===== src/rtl/mem_bus_arbiter.sv =====
// Arbitrates an instruction-fetch port and a load/store port onto one shared
// memory bus, with a fetch starvation guard and a bus-wait timeout.
module mem_bus_arbiter #(
  parameter int unsigned STARVE_LIMIT = 4,
  parameter int unsigned TIMEOUT      = 255
) (
  input  logic        clk,
  input  logic        rst,
  input  logic        if_req_i,
  input  logic [31:0] if_addr_i,
  output logic        if_ack_o,
  output logic [31:0] if_rdata_o,
  input  logic        mem_req_i,
  input  logic        mem_we_i,
  input  logic [31:0] mem_addr_i,
  input  logic [31:0] mem_wdata_i,
  input  logic [3:0]  mem_sel_i,
  output logic        mem_ack_o,
  output logic [31:0] mem_rdata_o,
  output logic        bus_req_o,
  output logic        bus_we_o,
  output logic [31:0] bus_addr_o,
  output logic [31:0] bus_wdata_o,
  output logic [3:0]  bus_sel_o,
  input  logic        bus_ack_i,
  input  logic [31:0] bus_rdata_i,
  output logic        stallreq_o,
  output logic        bus_err_o
);

  localparam int unsigned   SW           = (STARVE_LIMIT < 1) ? 1 : $clog2(STARVE_LIMIT + 1);
  localparam logic [SW-1:0] STARVE_MAX   = SW'(STARVE_LIMIT);
  localparam logic [7:0]    TIMEOUT_LAST = 8'(TIMEOUT - 1);

  typedef enum logic [1:0] {IDLE = 2'd0, IF_BUSY = 2'd1, MEM_BUSY = 2'd2} state_t;

  state_t        r_state, w_next;
  logic [7:0]    r_wait;
  logic [SW-1:0] r_starve;
  logic          r_bus_req, r_bus_we, r_if_ack, r_mem_ack, r_err;
  logic [31:0]   r_bus_addr, r_bus_wdata, r_if_rdata, r_mem_rdata;
  logic [3:0]    r_bus_sel;

  logic w_busy, w_arb_ok, w_grant_mem, w_grant_if, w_done, w_timeout;
  logic w_if_ack_d, w_mem_ack_d;

  // No grant while an ack is out: the completing master needs that cycle to
  // present its next request, so both masters then compete on equal terms.
  assign w_arb_ok    = (r_state == IDLE) & ~r_if_ack & ~r_mem_ack;
  assign w_grant_mem = w_arb_ok & mem_req_i & (~if_req_i | (r_starve != STARVE_MAX));
  assign w_grant_if  = w_arb_ok & if_req_i & ~w_grant_mem;
  assign w_busy      = (r_state != IDLE);
  assign w_done      = w_busy & bus_ack_i;
  // Abort at the end of the TIMEOUT-th ack-less busy cycle; a late ack wins.
  assign w_timeout   = w_busy & ~bus_ack_i & (r_wait == TIMEOUT_LAST);

  // NOTE: sequential state uses non-blocking (<=) so every register samples
  // pre-edge values regardless of block ordering.
  always_ff @(posedge clk or negedge rst) begin
    if (!rst) r_state <= IDLE;
    else      r_state <= w_next;
  end

  // NOTE: default assignment first so no path leaves w_next unassigned (latch).
  always_comb begin
    w_next = r_state;
    case (r_state)
      IDLE: begin
        if (w_grant_mem)     w_next = MEM_BUSY;
        else if (w_grant_if) w_next = IF_BUSY;
      end
      IF_BUSY, MEM_BUSY: begin
        if (w_done || w_timeout) w_next = IDLE;
      end
      default: w_next = IDLE;
    endcase
  end

  always_comb begin
    w_if_ack_d  = 1'b0;
    w_mem_ack_d = 1'b0;
    if (w_done || w_timeout) begin
      w_if_ack_d  = (r_state == IF_BUSY);
      w_mem_ack_d = (r_state == MEM_BUSY);
    end
  end

  always_ff @(posedge clk or negedge rst) begin
    if (!rst) begin
      r_bus_req   <= 1'b0;
      r_bus_we    <= 1'b0;
      r_bus_addr  <= '0;
      r_bus_wdata <= '0;
      r_bus_sel   <= '0;
      r_if_ack    <= 1'b0;
      r_mem_ack   <= 1'b0;
      r_err       <= 1'b0;
      r_if_rdata  <= '0;
      r_mem_rdata <= '0;
      r_wait      <= '0;
      r_starve    <= '0;
    end else begin
      r_bus_req <= (w_next != IDLE);
      r_if_ack  <= w_if_ack_d;
      r_mem_ack <= w_mem_ack_d;
      r_err     <= w_timeout;

      if (w_grant_mem) begin
        r_bus_we    <= mem_we_i;
        r_bus_addr  <= mem_addr_i;
        r_bus_wdata <= mem_wdata_i;
        r_bus_sel   <= mem_sel_i;
      end else if (w_grant_if) begin
        r_bus_we    <= 1'b0;
        r_bus_addr  <= if_addr_i;
        r_bus_wdata <= '0;
        r_bus_sel   <= 4'hF;
      end

      if (w_if_ack_d)  r_if_rdata  <= w_done ? bus_rdata_i : '0;
      if (w_mem_ack_d) r_mem_rdata <= (w_done && !r_bus_we) ? bus_rdata_i : '0;

      if (w_grant_mem || w_grant_if)  r_wait <= '0;
      else if (w_busy && !bus_ack_i)  r_wait <= r_wait + 8'd1;

      if (w_grant_if)
        r_starve <= '0;
      else if (w_grant_mem && if_req_i && (r_starve != STARVE_MAX))
        r_starve <= r_starve + 1'b1;
    end
  end

  assign bus_req_o   = r_bus_req;
  assign bus_we_o    = r_bus_we;
  assign bus_addr_o  = r_bus_addr;
  assign bus_wdata_o = r_bus_wdata;
  assign bus_sel_o   = r_bus_sel;
  assign if_ack_o    = r_if_ack;
  assign if_rdata_o  = r_if_rdata;
  assign mem_ack_o   = r_mem_ack;
  assign mem_rdata_o = r_mem_rdata;
  assign bus_err_o   = r_err;
  assign stallreq_o  = (if_req_i & ~r_if_ack) | (mem_req_i & ~r_mem_ack);

endmodule


===== config.mk =====
export PLATFORM = sky130hd
export DESIGN_NAME = mem_bus_arbiter
export DESIGN_NICKNAME = d
export VERILOG_FILES = /design/src/rtl/mem_bus_arbiter.sv
export SDC_FILE = /design/constraint.sdc
export NUM_CORES = 1
export LEC_CHECK = 0
export CAP_MARGIN = 10
export CORE_MARGIN = 3
export CORE_UTILIZATION = 30
export DETAILED_ROUTE_END_ITERATION = 8
export PLACE_DENSITY = 0.72
export SLEW_MARGIN = 20
export SYNTH_ARGS = -nofsm -noshare
export SYNTH_HDL_FRONTEND = slang
export SYNTH_SLANG_ARGS = --single-unit
export TNS_END_PERCENT = 20

===== constraint.sdc =====
create_clock -name clk -period 2.5 [get_ports clk]
set_input_delay 0.5 -clock clk [delete_from_list [all_inputs] [get_ports clk]]
set_output_delay 0.5 -clock clk [all_outputs]
set_load 0.1 [all_outputs]

* Word level (Yosys, flattened, before mapping)
Index checks and enable logic that the tools add are counted.
** Storage, ports and cells
- Input port bits :: 138
- Logic and storage cells :: 72
- Flip-flop bits (word level) :: 150
** Operators by class
- Muxes and demuxes :: 20
- Bitwise gates (word level) :: 18
- Eq/ne operators :: 4
- Reduce and logical (&&, ||, !) cells :: 15
- Add/sub/neg operators :: 2
** Operators with widths (number)
- 32-bit 2-to-1 mux :: 6
- 8-bit 2-to-1 mux :: 2
- 1-bit AND :: 11
- 2-bit nonzero test :: 5
- 8-bit by 1-bit adder with 8-bit output, second input constant :: 1
- 8-bit equality test, second input constant :: 1
- 4-bit 2-to-1 mux :: 2
- 2-bit 2-to-1 mux :: 3
- 3-bit 2-to-1 mux :: 2
- 1-bit inverter :: 5
- 1-bit logical AND :: 4
- 1-bit 2-to-1 mux :: 4
- 2-bit case mux with 2 select lines :: 1
- 3-bit by 1-bit adder with 3-bit output, second input constant :: 1
- 3-bit inequality test, second input constant :: 1
- 2-bit by 1-bit equality test with 1-bit output, second input constant :: 1
- 2-bit equality test, second input constant :: 1
- 1-bit zero test :: 2
- 2-bit zero test :: 1
- 1-bit logical OR :: 2
- 1-bit bitwise OR :: 2
- 2-bit OR reduction :: 1

* Depth between registers and ports, before layout
- Depth in word-level cells :: 11
- Mapped depth :: 9
- Gate-level depth less buffers :: 6

* Worst setup path before layout
Ideal clock, no wire load.
- Path type :: reg-to-output
- Start point :: reg r_mem_ack, in the netlist mem_ack_o
- End point :: out stallreq_o
- Cell stages (with the launch flop) :: 2
- Arrival :: 2.398 ns
- Setup slack :: -0.398 ns
- Cell sequence :: dfrtp_1 -> o22ai_1
** Between the ends
- Longest elaborated chain between the ends :: 3
** RTL lines
- start, declared :: RTL line 40 : logic r_bus_req, r_bus_we, r_if_ack, r_mem_ack, r_err;
- start signal, assigned :: RTL line 105 : r_mem_ack <= w_mem_ack_d;
- 1-bit inverter :: RTL line 143 : assign stallreq_o = (if_req_i & ~r_if_ack) | (mem_req_i & ~r_mem_ack);
- 1-bit AND :: RTL line 143
- 1-bit bitwise OR :: RTL line 143
- end, declared :: RTL line 27 : output logic stallreq_o,
No other way between the ends.

* Worst setup path in the final report
- Start point :: reg r_state[0]
- End point :: reg r_mem_rdata[14], in the netlist mem_rdata_o[14]
** Between the ends
- Longest elaborated chain between the ends :: 5
** RTL lines
- start, declared :: RTL line 37 : state_t r_state, w_next;
- start signal, assigned :: RTL line 61 : else r_state <= w_next;
- 2-bit nonzero test :: RTL line 52 : assign w_busy = (r_state != IDLE);
- 1-bit AND (2 in a row) :: RTL line 55 : assign w_timeout = w_busy & ~bus_ack_i & (r_wait == TIMEOUT_LAST);
- 1-bit logical OR :: RTL line 82 : if (w_done || w_timeout) begin
- 1-bit 2-to-1 mux :: RTL line 82
- end signal, assigned :: RTL line 121 : if (w_mem_ack_d) r_mem_rdata <= (w_done && !r_bus_we) ? bus_rdata_i : '0;
- end, declared :: RTL line 41 : logic [31:0] r_bus_addr, r_bus_wdata, r_if_rdata, r_mem_rdata;
Several ways; a longest one is shown, not always the timed one.
A chain may end at the register's enable or synchronous reset.

==> impl_results.rst <==
.. list-table::
   :header-rows: 1

   * - Metric
     - Value
   * - Run status
     - complete, no violations
   * - Count of final hold-check violations
     - 0
   * - Post-cts sizing count
     - 0
   * - CTS Root Buffer Type
     - sky130_fd_sc_hd__clkbuf_16
   * - Height of the die
     - 147 um
   * - Setup Skew
     - 0.00611 ns
   * - 1st-pass router iterations
     - 4
   * - Clock tree from TritonCTS
     - yes
   * - Cell with the most instances on the worst path
     - sky130_fd_sc_hd__buf_4
   * - Num CTS Buffers
     - 17
   * - Sink Count
     - 150
   * - DPL Wire Length
     - 12900 um
   * - Max-slew headroom at the worst pin
     - 68.2%
   * - Total number of vias
     - 5058
   * - Maximum number of pins on one net before global-route repair
     - 67
   * - Net total in the final layout
     - 924
   * - Synth unique cells
     - 33
   * - Category of cells accounting for the largest share of critical-path delay
     - buffers and inverters
   * - Final antenna diode count
     - 0
   * - Master of the slowest instance on the critical path
     - sky130_fd_sc_hd__dfrtp_1
   * - Global-route wire length before repair
     - 28900 um
   * - Fraction of final layout cells with drive strength greater than 1
     - 25.0%
   * - Clock network latency to the later pin of the worst-skew pair
     - 0.41 ns
   * - Max Buffers Root-to-Sink
     - 2
   * - Async S/R FF share, synth
     - 100%
   * - Total nets after synthesis
     - 651
   * - Clock-pin slew on the worst setup and hold paths
     - 0.07 ns
   * - Maximum fanout encountered on the critical timing path
     - 22
   * - Avg Synthesized Cell Area
     - 11.8 um2
   * - DRT Wirelength
     - 18300 um
   * - Routed length per placed instance
     - 17.4 um
   * - Vias in the first global route
     - 5272
   * - Startpoint types
     - flop
   * - X dimension of the die
     - 147 um
   * - Slowest cell delay on critical path
     - 0.44 ns
   * - Final ANT Viol Nets
     - 0
   * - Critical Path End Type
     - flop
   * - Number of storage elements in the synthesis netlist
     - 150
   * - Arrival @ worst endpoint
     - 2.32 ns
   * - Max Slew Vio Count
     - 0
   * - Final sum of negative setup slack
     - 0 ns
   * - Cell area after technology mapping
     - 5960 um2
   * - Setup CP Type
     - flop to flop
   * - Transition at the pin with the smallest max-transition slack
     - 0.470 ns
   * - Synthesis-to-layout area growth
     - 57.4%
   * - RSZ-0062 raised after global routing
     - no
   * - Number of maximum-capacitance constraint violations
     - 0
   * - Global-route total usage across every layer
     - 16.7%
   * - Fillcell total
     - 1815
   * - Fmax
     - 497 MHz
   * - Proportion of netlist area held by the largest area contributor
     - 62.9%
   * - Warning count from the yosys run
     - 0
   * - Primary flip-flop cell chosen by synthesis mapping
     - sky130_fd_sc_hd__dfrtp_1
   * - Placement row count
     - 50
   * - Final Wtd Congestion
     - 0.774
   * - Crit path time final
     - 2.01 ns
   * - Total gr overflow
     - 0
   * - Most instantiated library cell after synthesis
     - sky130_fd_sc_hd__dfrtp_1
   * - Post-synth EDFFs
     - 0
   * - Number of DRC markers in iteration 0
     - 180
   * - Boundary Pins
     - 276
   * - Max H-tree Level
     - 4
   * - Share of the clock period used by the worst path
     - 80.5%
   * - Antenna violations before repair
     - 0
   * - Initial core utilization
     - 31.2%
   * - Mean number of vias per cell
     - 4.81
   * - Top post-synthesis cells by area
     - sky130_fd_sc_hd__dfrtp_1, sky130_fd_sc_hd__a22o_1, sky130_fd_sc_hd__nand2_1
   * - Top cell type by total area after synthesis
     - sky130_fd_sc_hd__dfrtp_1
   * - Crit path buffers/inverters
     - 3
   * - Die outline area
     - 21600 um2
   * - Post-CTS setup repair buffer count
     - 0
   * - Number of port buffers
     - 275
   * - Mapped Cells
     - 505
   * - Type of the most critical hold path
     - flop to flop
   * - Area of the placeable core
     - 19100 um2
   * - Critical path required time
     - 2.80 ns
   * - Final-report setup violation count
     - 0
   * - List of most frequent post-synthesis cells
     - sky130_fd_sc_hd__dfrtp_1, sky130_fd_sc_hd__a22o_1, sky130_fd_sc_hd__nand2_1
   * - Drt drc
     - 0
   * - Worst-path cell chain
     - inv_1, ha_1, buf_4, or3b_1, buf_4, a22o_1
   * - Sequential fraction of the synthesis area
     - 62.9%
## layer usage
metal | vias up | share of wire [%] | wire length, um | GRT usage (%)
li1 | 2371 | - | - | -
met5 | - | 0 | 0 | 0
met2 | 192 | 49 | 8890 | 28.1
met4 | 0 | 1.2 | 213 | 4.15
met3 | 17 | 8.5 | 1550 | 6.48
met1 | 2478 | 42 | 7620 | 20.4
## final timing paths
kind | startpoint | end | slack [ns] | depth (start not counted)
hold reg to reg | bus_sel_o[3] | bus_sel_o[3] | 0.49 | 1
hold / removal | bus_sel_o[3] | bus_sel_o[3] | 0.49 | 1
setup reg to reg | r_state[0] | mem_rdata_o[14] | 0.49 | 6
min in group asynchronous | rst | mem_rdata_o[22] | 0.50 | 2
max in group asynchronous | rst | bus_wdata_o[1] | 1.38 | 3
setup / recovery | r_state[0] | mem_rdata_o[14] | 0.49 | 6
## state kept, by name, indices dropped and copies added (netlist names), 2 cells and up
register	flops
if_rdata_o	32
bus_addr_o	32
r_wait	8
bus_wdata_o	32
r_state	2
r_starve	3
mem_rdata_o	32
bus_sel_o	4
## kinds of logic (layout without fill, tap and decap cells)
kind of cell	Yosys count	in the layout	synth area share, %
AO/OA/AOI/OAI	150	150	20.1
AND/OR/NAND/NOR	139	139	10.2
flip-flops	150	150	62.9
adder cells (fa/ha/maj)	8	8	1.68
buffers and inverters	51	337	4.05
XOR/XNOR	7	7	1.03
## metrics by stage
step	area [um2]	cells	setup slack [ns]	util (%)	hold slack (ns)
floorplan	5970	505	0.217	-	0.204
CTS	9390	1051	0.447	49.0	0.473
finish	9390	1051	0.486	49.0	0.487
global placement	8810	1018	0.225	46.0	0.360
detailed placement	8810	1018	0.215	46.0	0.362
global route	9390	1051	0.316	49.0	0.476
## layout make-up
class	count	area [um2]	area share (%)
tap	260	325	3.47
clock inverter	14	140	1.49
inverter	9	33.8	0.360
clock buffer	18	429	4.57
multi-input combinational	304	2010	21.4
timing repair buffer	296	2690	28.7
sequential	150	3750	40.0
## cell usage in the layout (no fill, tap or decap), types with 3 or more instances in the layout
cell and instances:
sky130_fd_sc_hd__o22a_1 4, sky130_fd_sc_hd__inv_1 9, sky130_fd_sc_hd__o21ai_0 8, sky130_fd_sc_hd__nand4_1 3, sky130_fd_sc_hd__nand3_1 8, sky130_fd_sc_hd__inv_6 5, sky130_fd_sc_hd__nand2_1 67, sky130_fd_sc_hd__clkbuf_16 17
sky130_fd_sc_hd__buf_4 148, sky130_fd_sc_hd__a31oi_1 32, sky130_fd_sc_hd__nor2_1 43, sky130_fd_sc_hd__clkinvlp_4 4, sky130_fd_sc_hd__clkdlybuf4s50_1 136, sky130_fd_sc_hd__buf_12 10, sky130_fd_sc_hd__xor2_1 6, sky130_fd_sc_hd__nor2b_1 3
sky130_fd_sc_hd__dfrtp_1 150, sky130_fd_sc_hd__a22o_1 99, sky130_fd_sc_hd__ha_1 8
## repair_timing
action                                  4_1_cts  5_1_grt
endpoints found under the setup margin        0        0
hold buffers                                  1        0
hold endpoints to repair                     18        0
Power is left out: the tool's default activity adds up to more than one toggle a clock period on the data nets, which glitch-free logic cannot reach.
